--- src/rtl/uart_mmio_pkg.sv ---
// Shared constants and types for the UART memory-mapped bridge.
package uart_mmio_pkg;

    localparam logic [31:0] TXD_ADDR = 32'h4000_0018;
    localparam logic [31:0] RXD_ADDR = 32'h4000_001C;
    localparam logic [31:0] CON_ADDR = 32'h4000_0020;

    localparam int TX_FIFO_DEPTH = 4;

    localparam int CON_TX_FULL  = 0;
    localparam int CON_RX_VALID = 1;
    localparam int CON_RX_OVR   = 2;
    localparam int CON_TX_IDLE  = 3;
    localparam int CON_IRQ_EN   = 4;

    localparam int TO_W = 11;

    typedef enum logic [1:0] {
        ST_IDLE  = 2'd0,
        ST_LOAD  = 2'd1,
        ST_WBUSY = 2'd2,
        ST_WDONE = 2'd3
    } tx_state_e;

endpackage

--- src/rtl/uart_tx_fifo.sv ---
// Byte FIFO buffering CPU writes ahead of the UART sender.
module uart_tx_fifo #(
    parameter int DEPTH = 4
) (
    input  logic                     clk,
    input  logic                     rst_n,
    input  logic                     push,
    input  logic [7:0]               wdata,
    input  logic                     pop,
    output logic [7:0]               rdata,
    output logic                     full,
    output logic                     empty,
    output logic [$clog2(DEPTH):0]   count
);

    localparam int AW = $clog2(DEPTH);
    localparam int CW = AW + 1;

    logic [7:0]    mem_q [DEPTH];
    logic [7:0]    mem_d [DEPTH];
    logic [AW-1:0] wr_ptr_q, wr_ptr_d;
    logic [AW-1:0] rd_ptr_q, rd_ptr_d;
    logic [CW-1:0] count_q, count_d;
    logic          do_push, do_pop;

    assign full    = (count_q == CW'(DEPTH));
    assign empty   = (count_q == '0);
    assign count   = count_q;
    assign rdata   = mem_q[rd_ptr_q];
    // A push on a full FIFO is dropped without touching any state.
    assign do_push = push & ~full;
    assign do_pop  = pop & ~empty;

    always_comb begin
        mem_d    = mem_q;
        wr_ptr_d = wr_ptr_q;
        rd_ptr_d = rd_ptr_q;
        count_d  = count_q + CW'(do_push) - CW'(do_pop);
        if (do_push) begin
            mem_d[wr_ptr_q] = wdata;
            wr_ptr_d        = wr_ptr_q + AW'(1);
        end
        if (do_pop) begin
            rd_ptr_d = rd_ptr_q + AW'(1);
        end
    end

    always_ff @(posedge clk or negedge rst_n) begin
        if (!rst_n) begin
            mem_q    <= '{default: '0};
            wr_ptr_q <= '0;
            rd_ptr_q <= '0;
            count_q  <= '0;
        end else begin
            mem_q    <= mem_d;
            wr_ptr_q <= wr_ptr_d;
            rd_ptr_q <= rd_ptr_d;
            count_q  <= count_d;
        end
    end

endmodule

--- src/rtl/uart_mmio_bridge.sv ---
// CPU-bus register front end for the UART: TX FIFO + pacing FSM, RX capture, IRQ.
module uart_mmio_bridge
    import uart_mmio_pkg::*;
#(
    parameter int DEPTH = TX_FIFO_DEPTH
) (
    input  logic        sysclk,
    input  logic        reset_n,
    input  logic [31:0] addr,
    input  logic        mem_read,
    input  logic        mem_write,
    input  logic [31:0] wdata,
    output logic [31:0] rdata,
    output logic        irq,
    output logic [7:0]  tx_data,
    output logic        tx_enable,
    input  logic        tx_status,
    input  logic [7:0]  rx_data,
    input  logic        rx_status
);

    localparam int CW = $clog2(DEPTH) + 1;

    logic            tx_s1_q, tx_s2_q;
    logic            rx_s1_q, rx_s2_q, rx_prev_q;
    tx_state_e       state_q, state_d;
    logic [TO_W-1:0] timer_q, timer_d;
    logic [7:0]      tx_data_q, tx_data_d;
    logic            tx_en_q, tx_en_d;
    logic [7:0]      rx_byte_q, rx_byte_d;
    logic            rx_valid_q, rx_valid_d;
    logic            rx_ovr_q, rx_ovr_d;
    logic            irq_en_q, irq_en_d;

    logic            sel_txd, sel_rxd, sel_con;
    logic            push, pop, full, empty;
    logic [7:0]      head;
    logic [CW-1:0]   count;
    logic            rxd_pop, con_wr, rx_rise, tx_idle;
    logic [31:0]     con_val;
    logic            unused_bits;

    assign sel_txd = (addr == TXD_ADDR);
    assign sel_rxd = (addr == RXD_ADDR);
    assign sel_con = (addr == CON_ADDR);
    assign push    = mem_write & sel_txd;
    assign rxd_pop = mem_read & sel_rxd;
    assign con_wr  = mem_write & sel_con;
    assign rx_rise = rx_s2_q & ~rx_prev_q;
    assign tx_idle = empty & (state_q == ST_IDLE);

    assign irq       = rx_valid_q & irq_en_q;
    assign tx_data   = tx_data_q;
    assign tx_enable = tx_en_q;

    assign unused_bits = ^{wdata[31:8], count};

    uart_tx_fifo #(.DEPTH(DEPTH)) u_fifo (
        .clk   (sysclk),
        .rst_n (reset_n),
        .push  (push),
        .wdata (wdata[7:0]),
        .pop   (pop),
        .rdata (head),
        .full  (full),
        .empty (empty),
        .count (count)
    );

    // WBUSY gives up after 2048 cycles so a silent UART cannot wedge the FIFO.
    always_comb begin
        state_d   = state_q;
        timer_d   = '0;
        pop       = 1'b0;
        tx_data_d = tx_data_q;
        tx_en_d   = 1'b0;
        unique case (state_q)
            ST_IDLE: begin
                if (!empty && tx_s2_q) state_d = ST_LOAD;
            end
            ST_LOAD: begin
                pop       = 1'b1;
                tx_data_d = head;
                tx_en_d   = 1'b1;
                state_d   = ST_WBUSY;
            end
            ST_WBUSY: begin
                timer_d = timer_q + TO_W'(1);
                if (!tx_s2_q) state_d = ST_WDONE;
                else if (timer_q == '1) state_d = ST_IDLE;
            end
            ST_WDONE: begin
                if (tx_s2_q) state_d = ST_IDLE;
            end
        endcase
    end

    always_comb begin
        rx_byte_d  = rx_rise ? rx_data : rx_byte_q;
        rx_valid_d = rx_rise | (rx_valid_q & ~rxd_pop);
        irq_en_d   = con_wr ? wdata[CON_IRQ_EN] : irq_en_q;
        rx_ovr_d   = rx_ovr_q;
        if (con_wr && wdata[CON_RX_OVR]) rx_ovr_d = 1'b0;
        if (rx_rise && rx_valid_q && !rxd_pop) rx_ovr_d = 1'b1;
    end

    always_comb begin
        con_val               = '0;
        con_val[CON_TX_FULL]  = full;
        con_val[CON_RX_VALID] = rx_valid_q;
        con_val[CON_RX_OVR]   = rx_ovr_q;
        con_val[CON_TX_IDLE]  = tx_idle;
        con_val[CON_IRQ_EN]   = irq_en_q;
    end

    always_comb begin
        unique case (1'b1)
            sel_rxd: rdata = {24'b0, rx_byte_q};
            sel_con: rdata = con_val;
            default: rdata = '0;
        endcase
    end

    always_ff @(posedge sysclk or negedge reset_n) begin
        if (!reset_n) begin
            tx_s1_q    <= 1'b1;
            tx_s2_q    <= 1'b1;
            rx_s1_q    <= 1'b0;
            rx_s2_q    <= 1'b0;
            rx_prev_q  <= 1'b0;
            state_q    <= ST_IDLE;
            timer_q    <= '0;
            tx_data_q  <= '0;
            tx_en_q    <= 1'b0;
            rx_byte_q  <= '0;
            rx_valid_q <= 1'b0;
            rx_ovr_q   <= 1'b0;
            irq_en_q   <= 1'b0;
        end else begin
            tx_s1_q    <= tx_status;
            tx_s2_q    <= tx_s1_q;
            rx_s1_q    <= rx_status;
            rx_s2_q    <= rx_s1_q;
            rx_prev_q  <= rx_s2_q;
            state_q    <= state_d;
            timer_q    <= timer_d;
            tx_data_q  <= tx_data_d;
            tx_en_q    <= tx_en_d;
            rx_byte_q  <= rx_byte_d;
            rx_valid_q <= rx_valid_d;
            rx_ovr_q   <= rx_ovr_d;
            irq_en_q   <= irq_en_d;
        end
    end

endmodule

--- config.mk ---
export PLATFORM = sky130hd
export DESIGN_NAME = uart_mmio_bridge
export DESIGN_NICKNAME = d
export VERILOG_FILES = /design/src/rtl/uart_mmio_pkg.sv /design/src/rtl/uart_tx_fifo.sv /design/src/rtl/uart_mmio_bridge.sv
export SDC_FILE = /design/constraint.sdc
export NUM_CORES = 1
export LEC_CHECK = 0
export ABC_CLOCK_PERIOD_IN_PS = 2580
export BUFFER_PORTS_ARGS = -buffer_cell sky130_fd_sc_hd__buf_2
export CAP_MARGIN = 20
export CORE_MARGIN = 2
export CORE_UTILIZATION = 46
export DETAILED_ROUTE_END_ITERATION = 12
export GPL_TIMING_DRIVEN = 0
export HOLD_SLACK_MARGIN = 0.03
export PLACE_DENSITY = 0.76
export SKIP_CTS_REPAIR_TIMING = 1
export SYNTH_ARGS = -nofsm -noshare
export SYNTH_HDL_FRONTEND = slang
export SYNTH_SLANG_ARGS = --single-unit
--- constraint.sdc ---
create_clock -name sysclk -period 2.58 [get_ports sysclk]
set_input_delay 0.516 -clock sysclk [delete_from_list [all_inputs] [get_ports sysclk]]
set_output_delay 0.516 -clock sysclk [all_outputs]
set_load 0.02 [all_outputs]
# Word level (Yosys, flattened, before mapping)
# Cells that the tools add are included.
[classes]
addsub = 5
magnitude_cmp = 3
n_eq_ne = 11
muxes = 16
bitwise = 16
n_reduce_logical = 11
[op_table]
columns = ["op", "n"]
rows = [
  ["equality test 32 x 31 -> 1 bit (second input constant)", 3],
  ["bitwise mux 32 bit", 1],
  ["2-to-1 mux 8 bit", 3],
  ["binary-select mux 8 bit (select 2 bit)", 1],
  ["demux 8 bit (select 2 bit)", 1],
  ["case mux 8 bit (2 select lines)", 1],
  ["adder 11 x 1 -> 11 bit (second input constant)", 1],
  ["equality test 11 bit (second input constant)", 1],
  ["2-to-1 mux 11 bit", 1],
  ["AND 1 bit", 9],
  ["2-to-1 mux 2 bit", 4],
  ["case mux 2 bit (4 select lines)", 1],
  [">= comparator 3 bit (second input constant)", 2],
  ["inverter 2 -> 3 bit", 2],
  ["logical AND 1 bit", 5],
  ["adder 2 x 1 -> 2 bit (second input constant)", 2],
  ["equality test 2 bit (second input constant)", 2],
  ["inverter 1 bit", 4],
  ["adder 3 x 1 -> 3 bit", 1],
  ["equality test 3 bit (second input constant)", 1],
  ["logical NOT 3 bit", 1],
  ["< comparator 3 x 1 -> 1 bit (second input constant)", 1],
  ["2-to-1 mux 1 bit", 3],
  ["inequality test 3 bit (second input constant)", 1],
  ["9 further kinds", 10],
]
[word_totals]
register_bits = 77
input_bits = 78
out_inout_bits = 42

# Logic depth before layout (Yosys ltp)
# Gate-level depths: netlist of the first run.
[depth]
ltp_word = 6
depth_mapped = 10
ltp_nobuf = 9

# By module
# A second synthesis of the first run with hierarchy kept.
[hier_totals]
cells_unflattened = 417
area_unflattened_um2 = 4585.6
[by_module_without_submodules]
columns = ["mod", "n_inst", "cells_per_inst", "area_each_um2", "seq_area_each_um2"]
rows = [
  ["uart_tx_fifo", 1, 237, 2673.8, 975.9],
  ["uart_mmio_bridge", 1, 180, 1911.8, 953.4],
]

# Least setup slack after synthesis of the first run
# No wires, ideal clock.
[synth_path]
path_type = "input to output"
start = "in addr[25]"
end = "out rdata[1]"
arrival_ns = 2.244
t_required_ns = 2.064
setup_slack_ns = -0.180
stages = 5
n_path_buf = 1
cell_sequence = "nor4b_1 -> nand4_1 -> buf_2 -> nor4_1 -> a22o_1"
[synth_between]
elab_chain_cells = 2
[synth_rtl]
columns = ["element", "line_no", "text"]
rows = [
  ["from (decl)", "uart_mmio_bridge.sv:9", "input logic [31:0] addr,"],
  ["equality test 32 x 31 -> 1 bit, on equally long branches", "uart_mmio_bridge.sv:45, uart_mmio_bridge.sv:44", ""],
  ["case mux 8 bit (2 select lines) *", "uart_mmio_bridge.sv:117", "unique case (1'b1)"],
  ["to (decl)", "uart_mmio_bridge.sv:13", "output logic [31:0] rdata,"],
]
# Mark *: on every way between the ends. The rest lies on a longest branch, timed or not.

# Final worst setup path of the first run
[layout_path]
start = "in addr[22]"
end = "out rdata[6]"
# Same word-level chain as after synthesis.

==> results.sh, run 1 <==
export IMPL_hp_class="in -> async"
export IMPL_ys_top_cells_by_area="dfrtp_1 (51%), mux2_2 (12%), buf_4 (4.9%), mux4_2 (4.9%), nand2_1 (3.6%)"
export IMPL_final_period_utilization_pct=99.87
export IMPL_maxCapViolations=0
export IMPL_ir_worst_vdd_mv=0.2401
export IMPL_crit_chain="buf_6, nor4_2, nand4_1, buf_6, nor4_4, buf_6, and2_1, buf_6"
export IMPL_grt_pass1_vias=2557
export IMPL_leakage_nw=2.413
export IMPL_setup_viol=0
export IMPL_yosysWarnings=0
export IMPL_ant_nets=0
export IMPL_worstMarginPinSlew_ns=0.8070
export IMPL_die_area_mm2=0.008794
export IMPL_powerDensity_mw_per_mm2=471.1
export IMPL_drtIter0Drc=170
export IMPL_crit_buf_inv=4
export IMPL_r2r_cells=10
export IMPL_path_delay_family="simple AND/OR/NAND/NOR gates"
export IMPL_grt_usage_pct=16.94
export IMPL_seq_power_share_pct=55.9
export IMPL_synth_area_per_cell_um2=12.44
export IMPL_wl_per_cell_um=14.27
export IMPL_cp_common_cell="buf_6"
export IMPL_grt_antenna_before_repair=0
export IMPL_cp_arrival_ns=2.06
export IMPL_period_needed_ns=2.577
export IMPL_die_height_um=93.78
export IMPL_fin_ws_ns=0.003424
export IMPL_grt_ovfl_total=0
export IMPL_synth_largest_area_cell="dfrtp_1"
export IMPL_htree_levels=3
export IMPL_grt_pass1_wl_mm=11.52
export IMPL_clkPwrFrac_pct=35.6
export IMPL_clk_pin_slew_ns=0.08
export IMPL_worst_path_max_delay_cell="nor4_2"
export IMPL_io_pins=120
export IMPL_port_buffers=71
export IMPL_async_flop_share_pct=100.0
export IMPL_dr_pass1_iters=6
export IMPL_dieWidth_um=93.78
export IMPL_maxSlewViolCount=0
export IMPL_drive_above_1_share_pct=44.79
export IMPL_synth_commonest_cells="dfrtp_1 (75), mux2_2 (40), nand2_1 (36)"
export IMPL_r2r_start="state_q[1]"
export IMPL_finish_utilization_pct=60.53
export IMPL_clk_latency_ns=0.34
export IMPL_synth_top_area_share_pct=50.62
export IMPL_cts_tree="done"
export IMPL_power_frac_comb_pct=8.5
export IMPL_ys_ff_latch=77
export IMPL_cts_buffer_depth=2
export IMPL_regToRegEndpoint="u_fifo.count[2]"
export IMPL_vias=2526
export IMPL_postSynthCellCount=298
export IMPL_finalWirelength_mm=7.349
export IMPL_pre_cts_ws_ns=-0.4750
export IMPL_finalNetCount=494
export IMPL_numCtsBuffers=9
export IMPL_cts_root_buf="clkbuf_8"
export IMPL_finalWeightedCongestion=0.8627
export IMPL_rsz0062_at_grt="true"
export IMPL_dp_hpwl_mm=5.205
export IMPL_yosysUniqueCellTypes=43
export IMPL_yosysMostFrequentCell="dfrtp_1"
export IMPL_r2r_slack_ns=0.22
export IMPL_crit_required_ns=2.06
export IMPL_area_growth_pct=26.83
export IMPL_initial_core_util_pct=47.73
export IMPL_grt_max_degree=52
export IMPL_fillCellCount=624
export IMPL_switching_power_w=0.0005568
export IMPL_swShare_pct=25.14
export IMPL_relSlewSlack_pct=46.20
export IMPL_core_area_mm2=0.007767
export IMPL_worst_setup_path_start_kind="input port"
export IMPL_synth_edf_count=0
export IMPL_clock_skew_ns=0.007023
export IMPL_outcome="finished clean"
export IMPL_synth_ff_type="dfrtp_1"
export IMPL_p_int_w=0.001658
export IMPL_fmax_mhz=388.1
export IMPL_synthesis_area_mm2=0.003707
export IMPL_path_class="in -> out"
export IMPL_placement_rows=32
export IMPL_yosysSeqAreaShare_pct=52.04
export IMPL_clock_sinks=77
export IMPL_drcViolationCount=0
export IMPL_viasPerCell=4.905
export IMPL_end_kind="primary output"
export IMPL_n_antenna_cell=0
export IMPL_critPathMaxStageDelay_ns=0.28
export IMPL_hold_viol=0
export IMPL_worstPathMaxFanout=8
-- cells in the final DEF, fill, tap and decap left out, types with 5 or more instances in the layout --
master    synthesis  final
mux4_2            8      8
clkbuf_8          0      9
xnor2_1           7      7
clkbuf_1          5      6
dfrtp_1          75     75
nand4_1           5      5
buf_2             1     57
buf_6             0     14
nor2_1           14     14
xor2_1            6      6
mux2_2           40     40
inv_1            10     10
conb_1            1     24
nor4_4            4      8
nand2_1          36     35
ha_1              7      7
buf_4            24     29
-- routing by layer --
layer / track usage [%] / share of wire [%]
met1: 20.32 / 40
met3: 2.809 / 3.6
met5: 0 / 0
met4: 6.884 / 1.5
met2: 30.18 / 54
-- state kept, by name (all words and copies together) (netlist names) --
signal           cells
u_fifo.mem_q        32
timer_q             11
rx_byte_q            8
tx_data              8
u_fifo.count         3
state_q              2
u_fifo.rd_ptr_q      2
u_fifo.wr_ptr_q      2
irq_en_q             1
rx_ovr_q             1
rx_prev_q            1
rx_s1_q              1
rx_s2_q              1
rx_valid_q           1
tx_enable            1
tx_s1_q              1
tx_s2_q              1
-- how the worst max path moves through the flow --
stage	startpoint	endpoint	cells after the start
after floorplan	addr[14]	u_fifo.count[2]	8
after global placement	addr[25]	rdata[2]	7
after detailed placement	addr[26]	rdata[4]	7
after CTS	addr[26]	rdata[4]	7
after global routing	addr[22]	rdata[6]	8
final	addr[22]	rdata[6]	8
-- cell families after synthesis --
kind of cell	after synthesis	share of synthesized area [%]
and+or+nand+nor	93	14.65
xor gates and xnor gates	13	3.071
adders and majority gates	8	2.902
other	1	0.1012
buffers and inverters	42	6.716
DFF	77	52.04
AOI/OAI and AO/OA	14	2.903
muxes	50	17.62
-- through the flow --
step           instances  setup TNS, ns  hold slack (ns)  total power [W]  cell area, µm²
5_1_grt              515        -0.4798           0.1025         0.002305            4702
3_3_place_gp         494         -6.015           0.3444         0.001422            4289
6_report             515              0          0.08554         0.002215            4702
2_1_floorplan        321       -0.01360           0.2204         0.001348            3806
4_1_cts              511         -3.684          0.08573         0.002217            4487
3_5_place_dp         495         -6.897           0.3363         0.001434            4319
-- power groups by stage --
stage           logic, W  registers (W)  clock network, W
5_1_grt         0.000210        0.00124          0.000855
4_1_cts         0.000172        0.00124          0.000808
2_1_floorplan  0.0000894        0.00126                 0
3_3_place_gp    0.000162        0.00126                 0
6_report        0.000189        0.00124          0.000789
3_5_place_dp    0.000172        0.00126                 0
-- final cells by class --
class                      instances  area [µm²]  area share (%)
buffer                            32       219.0           4.657
clock buffer                      11       131.4           2.794
clock inverter                     5       36.28          0.7717
inverter                          10       37.54          0.7983
multi-input combinational        202        1724           36.67
sequential                        77        1929           41.03
tap                              102       127.6           2.714
timing repair buffer              76       496.7           10.56
-- worst register-to-register path, cell delays in order, from the launching register on --
cell	delay, ns
dfrtp_1	0.42
nor2b_1	0.12
clkbuf_2	0.29
nor2b_2	0.27
ha_1	0.25
inv_1	0.05
ha_1	0.13
inv_1	0.05
fa_1	0.37
xnor2_1	0.19
xnor2_1	0.14
No activity file was read; power rests on OpenSTA's default activity.
==> run 2: changes to the inputs <==
Settings changed: CELL_PAD_IN_SITES_DETAIL_PLACEMENT set to 1, CELL_PAD_IN_SITES_GLOBAL_PLACEMENT set to 2, CORE_UTILIZATION 46 to 29, PLACE_DENSITY 0.76 to not set, PLACE_DENSITY_LB_ADDON set to 0.1.
==> run 2 against run 1 <==
  * Clock-buffer cell count is 2 lower
  * Combinational power about the same
  * Sequential cell count unchanged
  * Utilization decreased by 21 points
  * Via count is 0.71% lower
  * Die area up 56%
  * Wire length grew 13%
  * First-iteration DRC count shrank 71%
  * Critical path depth did not move
  * Non-clock buffer count is 6 higher
  * Critical path type unchanged
==> results.sh, run 2 (synthesis gave the netlist of run 1 again) <==
export IMPL_crit_chain="buf_6, nor4b_4, nand4_1, buf_6, nor4_4, buf_6, a22o_1, buf_6"
export IMPL_critPathMaxStageDelay_ns=0.27
export IMPL_final_cell_mix="dfrtp_1 (75), buf_2 (60), mux2_2 (40)"
export IMPL_dieWidth_um=117.1
export IMPL_io_pins=120
export IMPL_hold_viol=0
export IMPL_drive_above_1_share_pct=46.06
export IMPL_setup_viol=0
export IMPL_cp_common_cell="buf_6"
export IMPL_wl_per_cell_um=14.06
export IMPL_relSlewSlack_pct=45.48
export IMPL_hp_class="in -> reg"
export IMPL_dr_pass1_iters=3
export IMPL_seq_power_share_pct=43.4
export IMPL_crit_required_ns=2.06
export IMPL_fmax_mhz=390.5
export IMPL_n_antenna_cell=0
export IMPL_finalWeightedCongestion=0.6882
export IMPL_cts_root_buf="clkbuf_16"
export IMPL_cts_tree="done"
export IMPL_final_period_utilization_pct=99.25
export IMPL_grt_usage_pct=13.13
export IMPL_clk_latency_ns=0.33
export IMPL_viasPerCell=4.244
export IMPL_powerDensity_mw_per_mm2=571.2
export IMPL_r2r_slack_ns=0.23
export IMPL_drtIter0Drc=50
export IMPL_grtUsageMet1_pct=16.03
export IMPL_fillCellCount=1380
export IMPL_die_height_um=117.1
export IMPL_htree_levels=3
export IMPL_clkPwrFrac_pct=50.1
export IMPL_finish_utilization_pct=39.82
export IMPL_grt_pass1_vias=2718
export IMPL_clock_sinks=77
export IMPL_worstPathMaxFanout=8
export IMPL_finalWirelength_mm=8.309
export IMPL_port_buffers=71
export IMPL_clock_skew_ns=0.004596
export IMPL_worst_path_max_delay_cell="nor4b_4"
export IMPL_leakage_nw=2.552
export IMPL_switching_power_w=0.0006098
export IMPL_maxSlewViolCount=0
export IMPL_regMostFlops="u_fifo.mem_q"
export IMPL_vias=2508
export IMPL_drcViolationCount=0
export IMPL_p_int_w=0.002249
export IMPL_dp_hpwl_mm=5.808
export IMPL_numCtsBuffers=9
export IMPL_area_growth_pct=35.00
export IMPL_grt_pass1_wl_mm=13.62
export IMPL_post_route_cell_area_mm2=0.005005
export IMPL_final_common_cell="dfrtp_1"
export IMPL_swShare_pct=21.33
export IMPL_grt_use_met3_pct=4.119
export IMPL_end_kind="primary output"
export IMPL_outcome="finished clean"
export IMPL_core_area_mm2=0.01257
export IMPL_grt_most_used_layer="met2"
export IMPL_initial_core_util_pct=29.50
export IMPL_path_class="in -> out"
export IMPL_ir_worst_vdd_mv=0.2527
export IMPL_die_area_mm2=0.01370
export IMPL_finalNetCount=500
export IMPL_grt_max_degree=68
export IMPL_cts_buffer_depth=2
export IMPL_largest_reg_flops=32
export IMPL_period_needed_ns=2.561
export IMPL_grt_use_met2_pct=22.43
export IMPL_maxCapViolations=0
export IMPL_ant_nets=0
export IMPL_dpl_cell_area_mm2=0.004407
export IMPL_worstMarginPinSlew_ns=0.8177
export IMPL_pre_cts_ws_ns=-0.6831
export IMPL_rsz0062_at_grt="true"
export IMPL_placement_rows=41
export IMPL_power_frac_comb_pct=6.6
export IMPL_largestRegisters="u_fifo.mem_q (32), timer_q (11)"
export IMPL_grt_ovfl_total=0
export IMPL_cp_arrival_ns=2.04
export IMPL_worst_setup_path_start_kind="input port"
export IMPL_clk_pin_slew_ns=0.06
export IMPL_grt_antenna_before_repair=0
export IMPL_fin_ws_ns=0.01939
==> run 2: cell types whose count changed in the layout (fill, tap and decap cells not counted), sizes merged, moves of 3 or more <==
cell	previous run	this run
bufinv	0	3
clkinv	1	4
clkbuf	16	13
clkinvlp	3	0
buf	103	109
==> run 2: final cells by class <==
class                           instances  area [µm²]  area share [%]
Inverter                               10       37.54          0.7500
Clock buffer                            9       225.2           4.500
Buffer                                 32       219.0           4.375
Sequential cell                        77        1929           38.55
Multi-Input combinational cell        202        1729           34.55
Clock inverter                          7       113.9           2.275
Tap cell                              172       215.2           4.300
Timing Repair Buffer                   82       535.5           10.70
==> run 2: layer usage <==
| metal | routed length, µm | share of wire [%] |
|---|---|---|
| met1 | 3683 | 44 |
| met2 | 4130 | 50 |
| met3 | 395 | 4.8 |
| met4 | 100 | 1.2 |
| met5 | 0 | 0 |
==> run 2: worst max-delay path: cells and delay by family <==
| kind | cells | cell delay [ns] |
|---|---|---|
| buffers and inverters | 4 | 0.60 |
| and+or+nand+nor | 3 | 0.76 |
| AOI/OAI and AO/OA | 1 | 0.17 |
==> run 2: path summary, 6_finish.rpt <==
check / startpoint / endpoint / cells after the start
max in group asynchronous: reset_n / tx_s2_q / 3
worst min-delay path: tx_status / tx_s1_q / 1
min in group asynchronous: reset_n / rx_byte_q[6] / 2
worst max register to register: state_q[1] / u_fifo.count[2] / 10
worst max-delay path: addr[27] / rdata[2] / 8
worst min register to register: rx_s1_q / rx_s2_q / 0
==> run 2: through the flow <==
stage,total power (W),cells,setup TNS (ns),hold slack (ns)
finish,0.002859,591,0,0.2820
global route,0.002983,591,-1.447,0.2655
global placement,0.001428,564,-11.42,0.3357
CTS,0.002900,581,-5.360,0.01290
floorplan,0.001348,321,-0.01360,0.2204
detailed placement,0.001437,565,-12.54,0.3379
==> run 2: power by group through the flow <==
stage / combinational [W] / sequential [W] / clock, W
floorplan: 0.0000894 / 0.00126 / 0
global placement: 0.000168 / 0.00126 / 0
detailed placement: 0.000176 / 0.00126 / 0
CTS: 0.000176 / 0.00124 / 0.00148
global route: 0.000210 / 0.00124 / 0.00153
finish: 0.000188 / 0.00124 / 0.00143
